`src/rtl/dataflow_fifo.sv`:
```
// Elastic valid/ready FIFO that decouples chained arith_* operators and absorbs consumer stalls.
// Optional zero-latency empty bypass is enabled by defining LOOM_FIFO_BYPASS_EN.
`timescale 1ns/1ps
module dataflow_fifo #(
  parameter int WIDTH = 32,
  parameter int DEPTH = 4
) (
  input  logic                       clk,
  input  logic                       rst_n,
  input  logic                       in_valid,
  output logic                       in_ready,
  input  logic [WIDTH-1:0]           in_data,
  output logic                       out_valid,
  input  logic                       out_ready,
  output logic [WIDTH-1:0]           out_data,
  output logic [$clog2(DEPTH+1)-1:0] count
);

  localparam int CW = $clog2(DEPTH+1);
  localparam int PW = $clog2(DEPTH);
  localparam logic [CW-1:0] FULL = CW'(DEPTH);
  localparam logic [PW-1:0] LAST = PW'(DEPTH-1);

  logic [WIDTH-1:0] mem [DEPTH];
  logic [PW-1:0]    rd_ptr;
  logic [PW-1:0]    wr_ptr;
  logic [CW-1:0]    cnt;
  logic             empty;
  logic             full;
  logic             bypass;
  logic             do_push;
  logic             do_pop;

  assign empty    = (cnt == '0);
  assign full     = (cnt == FULL);
  // Ready never looks at out_ready, so no combinational path runs back upstream.
  assign in_ready = rst_n & ~full;

`ifdef LOOM_FIFO_BYPASS_EN
  logic byp_valid;
  assign byp_valid = in_valid & rst_n;
  assign bypass    = empty & byp_valid & out_ready;
  assign out_valid = empty ? byp_valid : 1'b1;
  assign out_data  = empty ? (byp_valid ? in_data : '0) : mem[rd_ptr];
`else
  assign bypass    = 1'b0;
  assign out_valid = ~empty;
  assign out_data  = empty ? '0 : mem[rd_ptr];
`endif

  // A bypassed token is consumed directly, so it is neither written nor popped.
  assign do_push = in_valid & in_ready & ~bypass;
  assign do_pop  = ~empty & out_ready;
  assign count   = cnt;

  always_ff @(posedge clk) begin
    if (do_push) mem[wr_ptr] <= in_data;
  end

  always_ff @(posedge clk or negedge rst_n) begin
    if (!rst_n) begin
      rd_ptr <= '0;
      wr_ptr <= '0;
      cnt    <= '0;
    end else begin
      if (do_push) wr_ptr <= (wr_ptr == LAST) ? '0 : wr_ptr + PW'(1);
      if (do_pop)  rd_ptr <= (rd_ptr == LAST) ? '0 : rd_ptr + PW'(1);
      case ({do_push, do_pop})
        2'b10:   cnt <= cnt + CW'(1);
        2'b01:   cnt <= cnt - CW'(1);
        default: cnt <= cnt;
      endcase
    end
  end

  cnt_bound: assert property (@(posedge clk) disable iff (!rst_n) cnt <= FULL);

endmodule
```
`config.mk`:
```
export PLATFORM = sky130hd
export DESIGN_NAME = dataflow_fifo
export DESIGN_NICKNAME = d
export VERILOG_FILES = /design/src/rtl/dataflow_fifo.sv
export SDC_FILE = /design/constraint.sdc
export NUM_CORES = 1
export LEC_CHECK = 0
export ABC_AREA = 1
export BUFFER_PORTS_ARGS = -buffer_cell sky130_fd_sc_hd__buf_4
export CORE_AREA = 2 2 137 139
export CTS_CLUSTER_SIZE = 14
export DETAILED_ROUTE_END_ITERATION = 16
export DIE_AREA = 0 0 139 141
export PLACE_DENSITY_LB_ADDON = 0.12
export SLEW_MARGIN = 20
export SYNTH_ARGS = -nofsm -noshare
export SYNTH_HDL_FRONTEND = slang
export SYNTH_SLANG_ARGS = --single-unit
export TNS_END_PERCENT = 50
```
`constraint.sdc`:
```
create_clock -name clk -period 7.06 [get_ports clk]
set_input_delay 0.706 -clock clk [delete_from_list [all_inputs] [get_ports clk]]
set_output_delay 0.706 -clock clk [all_outputs]
set_load 0.01 [all_outputs]
```
==> impl_metrics.toml <==
[placed_design]
gp_congestion = 0.710
place_hpwl_mm = 7.37
place_area_mm2 = 0.00668
io_buffers = 72
place_worst_setup_slack_ns = 4.38

[cts]
cts-buffers-inserted = 17
cts_resized = 0
cts_hold_buf = 0
path_clk_slew_ns = 0.06
clock_latency_ns = 0.41
h-tree-depth = 4
cts_tree = "built"
root_buffer = "clkbuf_16"
clock_path_buffers = 2
post_cts_buffers = 0
clock_sinks = 135

[critical_path]
rrSetupSlack_ns = 5.00
path_cells = "inv_2, nand3_1, a21oi_1, buf_4"
cpPeakStageDelay_ns = 0.68
end_kind = "output pin"
critPathKind = "flop to output pin"
worstPathRequired_ns = 6.35
worst_setup_path_start_kind = "flop"
arrival_ns = 2.31
critPathMaxFanout = 35
slowest_stage = "dfrtp_2"

[synthesis]
synth.distinct_cells = 19
yosysSeqAreaShare = 0.680
synth.area.top_cells = "edfxtp_1 65%, nand2_1 9.0%, inv_1 6.2%"
syn_area_mm2 = 0.00591
synth_top_area_frac = 0.650
syn_avg_cell_area_um2 = 10.5
synth_seq_cells = 135
synth_fp_nets = 607
yosysWarnings = 0
synth_top_cell_by_area = "edfxtp_1"
netlist_instances = 564

[floorplanning]
die_h_um = 141
start_util = 0.323
io_pins = 73
fp.dieArea_mm2 = 0.0196
rows = 50
chipWidth_um = 139
core_area_mm2 = 0.0183

[detailed_routing]
drtIter0Drc = 201
wirelength_mm = 12.8
wl_per_cell_um = 14.4
drtAntennaViolNets = 0
dr.pass1.iters = 4
viasPerCell = 4.34
vias = 3838
route.detailed.drc = 0

[global_routing]
antenna_found_initial = 0
grt_use_total = 0.137
grt_pass1_vias = 3809
grt_max_degree = 68
grt_pass1_wl_mm = 20.4
overflow = 0

[cells_and_area]
num-nets-final = 681
final_area_mm2 = 0.00729
drive_gt1_frac = 0.249
final_common_cell = "nand2_1"
layout_common_cells = "142 x nand2_1, 128 x edfxtp_1, 98 x inv_1"
synthToLayoutAreaGrowth_pct = 23.3
diodes = 0

[sta]
skew_ns = 0.00661
worst_pin_slew_ns = 0.773
max-slew-margin-rel = 0.485
fmax_ghz = 0.331
period_share = 0.427
rsz0062_at_grt = "no"
hold_viol_final = 0
setup_tns_ns = 0
setup_viol = 0
slew_violations = 0
final.min_clock_period_ns = 3.02
worst_slack_ns = 4.04

[power]
total_leakage_power_nw = 3.22
finalPower_mw = 2.98
vdd_drop_max_v = 0.000270
power-per-cell-area_mw_per_mm2 = 409

[job]
drv_cap = 0

[worst_hold_path]
hp-class = "primary input to asynchronous set/reset pin"

[outcome]
status = "finished, final reports clean"
-- sequential cells by signal, summed over array words and instances, names as in the netlist --
register,flops
rd_ptr,2
mem,128
count,3
wr_ptr,2
-- metal layers --
metal	track usage	routed length (µm)
met3	0.0384	446
met4	0.0431	133
met5	0	0
met2	0.227	6270
met1	0.175	5940
-- Yosys cell counts --
master    instances
o21ai_1           2
inv_2            46
nand3_1          66
and2_1            1
buf_6             4
xnor2_1           1
a21oi_1          32
ha_1              6
buf_2            18
inv_1            98
fa_1              1
nor2_1            5
or2_1             1
buf_4             1
nand2_1         142
dfrtp_1           7
edfxtp_1        128
nand3_2           2
nand4_1           3
-- worst max-delay path: cells and delay by family, from the launching register on --
family | cells | cell delay (ns)
buf+inv | 2 | 0.82
flops | 1 | 0.68
compound gates | 1 | 0.25
simple gates | 1 | 0.14
-- power by group --
| part | switching (mW) | internal, mW |
|---|---|---|
| clock | 0.322 | 0.585 |
| combinational | 0.625 | 0.404 |
| sequential | 0.0684 | 0.977 |
-- layout make-up --
class / instances / area (µm²)
inverter: 144 / 541
clock buffer: 17 / 425
fill: 1800 / 11000
sequential: 135 / 4020
multi-input combinational: 262 / 1240
clock inverter: 15 / 185
tap: 234 / 293
timing repair buffer: 78 / 586
-- kinds of logic after synthesis --
family / count (synthesis) / share of synthesized area
AOI/OAI and AO/OA: 34 / 0.0288
xor gates and xnor gates: 1 / 0.00148
adders and majority gates: 7 / 0.0161
buffers and inverters: 167 / 0.116
DFF: 135 / 0.680
and+or+nand+nor: 220 / 0.158
-- per-stage QoR --
| step | hold slack (ns) | std cells | utilization |
|---|---|---|---|
| floorplan | 0.410 | 564 | - |
| CTS | 0.104 | 885 | 0.399 |
| finish | 0.118 | 885 | 0.399 |
| global placement | 0.516 | 853 | 0.366 |
| detailed placement | 0.519 | 853 | 0.366 |
| global route | 0.106 | 885 | 0.399 |
-- final timing paths --
path,start,endpoint,cells after the start
min in group clk,in_data[8],mem[1][8]$_DFFE_PP_,1
worst min register to register,count[0]$_DFFE_PN0P_,count[0]$_DFFE_PN0P_,1
worst max register to register,count[1]$_DFFE_PN0P_,mem[1][24]$_DFFE_PP_,5
worst min-delay path,rst_n,count[2]$_DFFE_PN0P_,1
worst max-delay path,rd_ptr[1]$_DFFE_PN0P_,out_data[3],4
max in group asynchronous,rst_n,rd_ptr[0]$_DFFE_PN0P_,1
Note: power is estimated with default switching activity, not from simulation.
